===== config.mk =====
export PLATFORM = sky130hd
export DESIGN_NAME = block_dispatcher
export DESIGN_NICKNAME = d
export VERILOG_FILES = /design/src/rtl/gpu_pkg.sv /design/src/rtl/block_dispatcher_core_slot.sv /design/src/rtl/block_dispatcher.sv
export SDC_FILE = /design/constraint.sdc
export NUM_CORES = 1
export LEC_CHECK = 0
export ABC_AREA = 1
export BUFFER_PORTS_ARGS = -buffer_cell sky130_fd_sc_hd__clkbuf_2
export CORE_MARGIN = 1
export CORE_UTILIZATION = 40
export DETAILED_ROUTE_END_ITERATION = 6
export PLACE_DENSITY = 0.62
export SKIP_LAST_GASP = 1
export SYNTH_ARGS = -nofsm -noshare
export SYNTH_HDL_FRONTEND = slang
export SYNTH_SLANG_ARGS = --single-unit

===== constraint.sdc =====
create_clock -name clk -period 2.74 [get_ports clk]
set_input_delay 0.411 -clock clk [delete_from_list [all_inputs] [get_ports clk]]
set_output_delay 0.411 -clock clk [all_outputs]
set_load 0.03 [all_outputs]

===== src/rtl/gpu_pkg.sv =====
// Shared types and helpers for the kernel launch engine.
package gpu_pkg;

  // Per-core slot lifecycle: waiting for work, running a block, one-cycle core reset.
  typedef enum logic [1:0] {
    SLOT_FREE    = 2'd0,
    SLOT_BUSY    = 2'd1,
    SLOT_RECYCLE = 2'd2
  } slot_state_t;

  // Kernel-level sequencing.
  typedef enum logic [1:0] {
    DISP_IDLE = 2'd0,
    DISP_RUN  = 2'd1,
    DISP_DONE = 2'd2
  } dispatcher_state_t;

  // Integer ceiling division; den is a nonzero elaboration constant at every call site.
  function automatic int unsigned ceil_div(input int unsigned num, input int unsigned den);
    return (num + den - 1) / den;
  endfunction

endpackage


===== src/rtl/block_dispatcher_core_slot.sv =====
// One dispatch slot: tracks a single core through start, done and a one-cycle reset,
// and holds the block id / thread count presented to that core.
module core_slot
  import gpu_pkg::*;
#(
  parameter int ID_BITS  = 8,
  parameter int TPB_BITS = 3
) (
  input  logic                clk,
  input  logic                reset,          // active-low, synchronous
  input  logic                dispatch_i,
  input  logic [ID_BITS-1:0]  block_id_i,
  input  logic [TPB_BITS-1:0] thread_count_i,
  input  logic                core_done_i,
  output logic                free_o,
  output logic                retire_o,
  output logic                core_start_o,
  output logic                core_reset_o,
  output logic [ID_BITS-1:0]  block_id_o,
  output logic [TPB_BITS-1:0] thread_count_o
);

  slot_state_t         state_q;
  logic                start_q;
  logic                core_reset_q;
  logic [ID_BITS-1:0]  block_id_q;
  logic [TPB_BITS-1:0] thread_count_q;

  // Slot FSM with registered core controls; core_done only matters while BUSY.
  always_ff @(posedge clk) begin
    if (!reset) begin
      state_q        <= SLOT_FREE;
      start_q        <= 1'b0;
      core_reset_q   <= 1'b1;
      block_id_q     <= '0;
      thread_count_q <= '0;
    end else begin
      case (state_q)
        SLOT_FREE: begin
          core_reset_q <= 1'b0;
          if (dispatch_i) begin
            state_q        <= SLOT_BUSY;
            start_q        <= 1'b1;
            block_id_q     <= block_id_i;
            thread_count_q <= thread_count_i;
          end
        end
        SLOT_BUSY: begin
          if (core_done_i) begin
            state_q      <= SLOT_RECYCLE;
            start_q      <= 1'b0;
            core_reset_q <= 1'b1;
          end
        end
        SLOT_RECYCLE: begin
          state_q      <= SLOT_FREE;
          core_reset_q <= 1'b0;
        end
        default: begin
          state_q      <= SLOT_FREE;
          start_q      <= 1'b0;
          core_reset_q <= 1'b0;
        end
      endcase
    end
  end

  // Retire is combinational so the top counts it on the same edge the slot leaves BUSY.
  assign free_o         = (state_q == SLOT_FREE);
  assign retire_o       = (state_q == SLOT_BUSY) && core_done_i;
  assign core_start_o   = start_q;
  assign core_reset_o   = core_reset_q;
  assign block_id_o     = block_id_q;
  assign thread_count_o = thread_count_q;

endmodule


===== src/rtl/block_dispatcher.sv =====
// Kernel launch engine: holds the thread-count register, splits the kernel into
// blocks and hands them out one per edge to the lowest-index free core.
module block_dispatcher
  import gpu_pkg::*;
#(
  parameter int NUM_CORES         = 4,
  parameter int THREADS_PER_BLOCK = 4,
  parameter int THREAD_COUNT_BITS = 8,
  parameter int TPB_BITS          = $clog2(THREADS_PER_BLOCK + 1)
) (
  input  logic                                   clk,
  input  logic                                   reset,   // active-low, synchronous
  input  logic                                   start,
  output logic                                   done,
  input  logic                                   device_control_write_enable,
  input  logic [THREAD_COUNT_BITS-1:0]           device_control_data,
  output logic [NUM_CORES-1:0]                   core_start,
  output logic [NUM_CORES-1:0]                   core_reset,
  output logic [NUM_CORES*THREAD_COUNT_BITS-1:0] core_block_id,
  output logic [NUM_CORES*TPB_BITS-1:0]          core_thread_count,
  input  logic [NUM_CORES-1:0]                   core_done
);

  localparam int W = THREAD_COUNT_BITS;

  dispatcher_state_t state_q;
  logic [W-1:0]      thread_count_q;
  logic [W-1:0]      next_block_q;
  logic [W-1:0]      blocks_retired_q;
  logic              done_q;

  logic [W:0]          total_blocks;
  logic                blocks_left;
  logic                last_block;
  logic [TPB_BITS-1:0] dispatch_count;
  logic [NUM_CORES-1:0] slot_free;
  logic [NUM_CORES-1:0] slot_retire;
  logic [NUM_CORES-1:0] dispatch_vec;
  logic                 dispatch_any;
  logic [W-1:0]         retire_cnt;
  logic [W:0]           blocks_retired_d;
  logic [W-1:0]         next_block_d;

  // Block arithmetic; total_blocks carries an extra bit so the round-up never wraps.
  always_comb begin
    total_blocks = (W + 1)'(ceil_div(32'(thread_count_q), 32'(THREADS_PER_BLOCK)));
    blocks_left  = ({1'b0, next_block_q} < total_blocks);
    last_block   = ({1'b0, next_block_q} == (total_blocks - 1'b1));
    // The remainder always fits TPB_BITS, so modular arithmetic at that width is exact.
    if (last_block)
      dispatch_count = TPB_BITS'(thread_count_q)
                     - TPB_BITS'(total_blocks - 1'b1) * TPB_BITS'(THREADS_PER_BLOCK);
    else
      dispatch_count = TPB_BITS'(THREADS_PER_BLOCK);
  end

  // Priority picker: one block per edge, lowest-index free slot wins.
  always_comb begin
    dispatch_vec = '0;
    dispatch_any = 1'b0;
    if (state_q == DISP_RUN && blocks_left) begin
      for (int i = 0; i < NUM_CORES; i++) begin
        if (slot_free[i] && !dispatch_any) begin
          dispatch_vec[i] = 1'b1;
          dispatch_any    = 1'b1;
        end
      end
    end
  end

  // Popcount of same-edge retirements and the resulting counters.
  always_comb begin
    retire_cnt = '0;
    for (int i = 0; i < NUM_CORES; i++)
      retire_cnt = retire_cnt + {{(W-1){1'b0}}, slot_retire[i]};
    blocks_retired_d = {1'b0, blocks_retired_q} + {1'b0, retire_cnt};
    next_block_d     = dispatch_any ? (next_block_q + 1'b1) : next_block_q;
  end

  // Kernel FSM: launch, run until every block has retired, hold done until the next launch.
  always_ff @(posedge clk) begin
    if (!reset) begin
      state_q          <= DISP_IDLE;
      thread_count_q   <= '0;
      next_block_q     <= '0;
      blocks_retired_q <= '0;
      done_q           <= 1'b0;
    end else begin
      case (state_q)
        DISP_IDLE: begin
          if (device_control_write_enable)
            thread_count_q <= device_control_data;
          if (start) begin
            next_block_q     <= '0;
            blocks_retired_q <= '0;
            if (thread_count_q == '0) begin
              state_q <= DISP_DONE;
              done_q  <= 1'b1;
            end else begin
              state_q <= DISP_RUN;
              done_q  <= 1'b0;
            end
          end
        end
        DISP_RUN: begin
          next_block_q     <= next_block_d;
          blocks_retired_q <= blocks_retired_d[W-1:0];
          if (blocks_retired_d == total_blocks) begin
            state_q <= DISP_DONE;
            done_q  <= 1'b1;
          end
        end
        DISP_DONE: begin
          if (device_control_write_enable)
            thread_count_q <= device_control_data;
          if (!start)
            state_q <= DISP_IDLE;
        end
        default: state_q <= DISP_IDLE;
      endcase
    end
  end

  assign done = done_q;

  genvar gi;
  generate
    for (gi = 0; gi < NUM_CORES; gi++) begin : g_slot
      core_slot #(
        .ID_BITS  (W),
        .TPB_BITS (TPB_BITS)
      ) u_slot (
        .clk            (clk),
        .reset          (reset),
        .dispatch_i     (dispatch_vec[gi]),
        .block_id_i     (next_block_q),
        .thread_count_i (dispatch_count),
        .core_done_i    (core_done[gi]),
        .free_o         (slot_free[gi]),
        .retire_o       (slot_retire[gi]),
        .core_start_o   (core_start[gi]),
        .core_reset_o   (core_reset[gi]),
        .block_id_o     (core_block_id[gi*W +: W]),
        .thread_count_o (core_thread_count[gi*TPB_BITS +: TPB_BITS])
      );
    end
  endgenerate

endmodule


==> out/results.tsv <==
stage	metric	value	unit
global_route	overflow	0	
route	num_vias	3837	
floorplan	initial_utilization	0.418	
critical_path	worst-path-buf-inv	3	
sta	fmax	359	MHz
sta	fin_crit	2.79	ns
global_route	grt_pass1_vias	3566	
sta	worst_slew_pin_slew	0.550	ns
yosys	synthesis.area	4120	um^2
critical_path	required	3.03	ns
placement	io_buffer_count	68	
yosys	synthCells	555	
run_status	violations	negative setup slack	
global_route	antenna_found_initial	0	
critical_path	cp.arrival	3.07	ns
cells_and_area	regArea	1750	um^2
sta	hold_viol	0	
sta	worst_slack	-0.0453	ns
yosys	synth_cell_type_count	34	
cells_and_area	multi_input_area	2150	um^2
yosys	yosys_warnings	0	
critical_path	crit_fanout	3	
global_route	grt_pass1_wl	16800	um
yosys	synthFlopType	dfxtp_1	
sta	grt_setup_unrepaired	true	
floorplan	core	9860	um^2
job	maxCapViolCount	0	
power_and_ir_drop	ir_worst_vdd	0.000392	V
yosys	synthMostInstantiatedCell	nand2_1	
cells_and_area	area.growth.synth_to_final	23.0	%
sta	min_period_over_period	1.02	
floorplan	die_h	104	um
yosys	syn_nets	584	
critical_path	cpMaxStageDelayCell	fa_1	
yosys	yosysTopAreaCell	dfxtp_1	
floorplan	rows	36	
clock_tree	clock-sinks	87	
clock_tree	path_clk_slew	0.09	ns
yosys	yosysTopAreaCellShare	0.422	
clock_tree	cts_buffer_depth	2	
clock_tree	numCtsBuffers	9	
route	ant_nets	0	
yosys	synthTopCellsByCount	nand2_1 (103), dfxtp_1 (87), a21oi_1 (64)	
sta	slew_headroom	0.631	
clock_tree	htreeDepth	3	
placement	dp_cells	752	
power_and_ir_drop	finalPower	3.65	mW
clock_tree	cts_tree	done	
global_route	grt_max_degree	33	
critical_path	start_kind	register	
cells_and_area	layout.nets	671	
cells_and_area	drive_gt1_frac	0.280	
worst_hold_path	hold_path.class	input port to register	
cells_and_area	fin_cells	780	
sta	clock_skew	0.0138	ns
sta	maxSlewViolCount	0	
route	wirelength	10400	um
yosys	synth-seq-cells	87	
yosys	synth_edf_count	0	
critical_path	crit_top_cell	inv_2	
critical_path	path_class	register to register	
route	viasPerCell	4.92	
yosys	ys_seq_area_frac	0.422	
run_status	status	finished, violations left	
placement	post-place-ws	-0.197	ns
yosys	synth_area_leaders	dfxtp_1 (42%), nand2_1 (9.4%), a21oi_1 (7.8%)	
power_and_ir_drop	power.density	720	nW/um^2
sta	setup_viol	2	
placement	place_congestion	0.863	
critical_path	path_cells	inv_2 -> nor2_2 -> nand2_1 -> fa_1 -> fa_2 -> inv_2 -> fa_2 -> nand2_2 -> inv_2 -> nand3_4 -> xor2_2 -> xor2_1 -> nor2_1 -> nand3_1 -> nand2_2 -> nand3b_1 -> a21oi_2	
floorplan	dieArea	10700	um^2
route	wl_per_cell	13.3	um
cells_and_area	diodes	0	
clock_tree	clock-root-buffer	clkbuf_8	
placement	place_hpwl	7600	um
floorplan	io_pins	69	
critical_path	crit_path_max_incr_delay	0.46	ns
critical_path	crit_family	adder cells	
cells_and_area	fin_area	5070	um^2
critical_path	end_kind	register	
route	dr.pass1.iters	5	
yosys	syn_avg_cell_area	7.43	um^2
global_route	grtUsageTotal	0.191	
cells_and_area	fillers	985	
floorplan	die_w	104	um
yosys	synthArstFlopShare	0	
sta	setup_tns	-0.0807	ns
placement	place_area	4650	um^2
clock_tree	clk_latency	0.35	ns
route	drc	0	
power_and_ir_drop	p_leak	2.30	nW
route	dr.first_iter.drc_count	176	
## cells by family (layout without fill, tap and decap cells)
logic type	Yosys count	in the layout	synth area share
xor+xnor	11	11	0.0234
fa+ha+maj	13	13	0.0449
buf+inv	79	171	0.0807
compound gates	129	129	0.160
flops	87	87	0.422
simple gates	236	236	0.268
## where the power goes
part           leakage, nW  internal, mW  switching [mW]
clock network        0.105         0.459           0.486
logic                 1.48         0.410           0.824
registers            0.708          1.39          0.0792
## flip-flops by register name (all words and copies together), names as in the netlist
| signal | cells |
|---|---|
| g_slot.u_slot.core_reset_o | 4 |
| state_q | 2 |
| thread_count_q | 8 |
| g_slot.u_slot.block_id_o | 32 |
| g_slot.u_slot.core_start_o | 4 |
| blocks_retired_q | 8 |
| done | 1 |
| next_block_q | 8 |
| g_slot.u_slot.state_q | 8 |
| g_slot.u_slot.thread_count_o | 12 |
## layer usage
layer  global-route usage  vias to the layer above  routed length (um)
met5                    0                        -                   0
met4               0.0663                        0                 113
met3               0.0378                       11                 539
met2                0.325                       92                5060
met1                0.239                     1756                4700
li1                     -                     1978                   -
## layout make-up
type,instances,area share
tap,133,0.0328
clock inverter,6,0.0148
inverter,56,0.0444
timing repair inverter,1,0.000987
clock buffer,10,0.0271
multi-input combinational,389,0.423
timing repair buffer,98,0.113
sequential,87,0.344
## cells in the final DEF (no fill, tap or decap), types with 6 or more instances in the layout
| cell type | count |
|---|---|
| xor2_1 | 6 |
| clkbuf_2 | 68 |
| nor2_1 | 60 |
| inv_1 | 38 |
| inv_2 | 11 |
| nor2_4 | 6 |
| nand3_1 | 23 |
| a21oi_1 | 62 |
| clkbuf_8 | 10 |
| ha_1 | 10 |
| buf_4 | 26 |
| nand2_1 | 95 |
| dfxtp_1 | 84 |
| nor3_1 | 9 |
| o21ai_0 | 57 |
| nand2_2 | 15 |
## timing repair
item / 4_1_cts / 5_1_grt
setup buffers: 3 / 6
hold buffers: 0 / 0
gates cloned: 0 / 3
pin swaps: 4 / 8
resized for setup: 11 / 32
setup endpoints to repair: 3 / 43
## worst register-to-register path, delay by kind of cell (launching register included)
kind            cells  cell delay [ns]
simple gates        8             0.71
compound gates      1             0.14
flops               1             0.34
xor+xnor            2             0.32
fa+ha+maj           3             1.02
buf+inv             3             0.20
## path summary, 6_finish.rpt
kind              cells past startpoint  slack (ns)                                         from                                     endpoint
setup / recovery                     17       -0.05     g_slot[0].u_slot.state_q[0]$_SDFFE_PN0P_                      state_q[1]$_SDFFE_PN0P_
hold / removal                        3        0.30                                 core_done[1]   g_slot[1].u_slot.core_reset_o$_SDFFE_PN1P_
setup reg to reg                     17       -0.05     g_slot[0].u_slot.state_q[0]$_SDFFE_PN0P_                      state_q[1]$_SDFFE_PN0P_
hold reg to reg                       2        0.44  g_slot[0].u_slot.block_id_o[7]$_SDFFE_PN0P_  g_slot[0].u_slot.block_id_o[7]$_SDFFE_PN0P_
## stage by stage
stage,hold WS [ns],utilization
final,0.302,0.514
after global routing,0.305,0.514
after CTS,0.294,0.498
after detailed placement,0.432,0.472
after global placement,0.427,0.472
after floorplan,0.441,-
No activity file was read; power rests on OpenSTA's default activity.
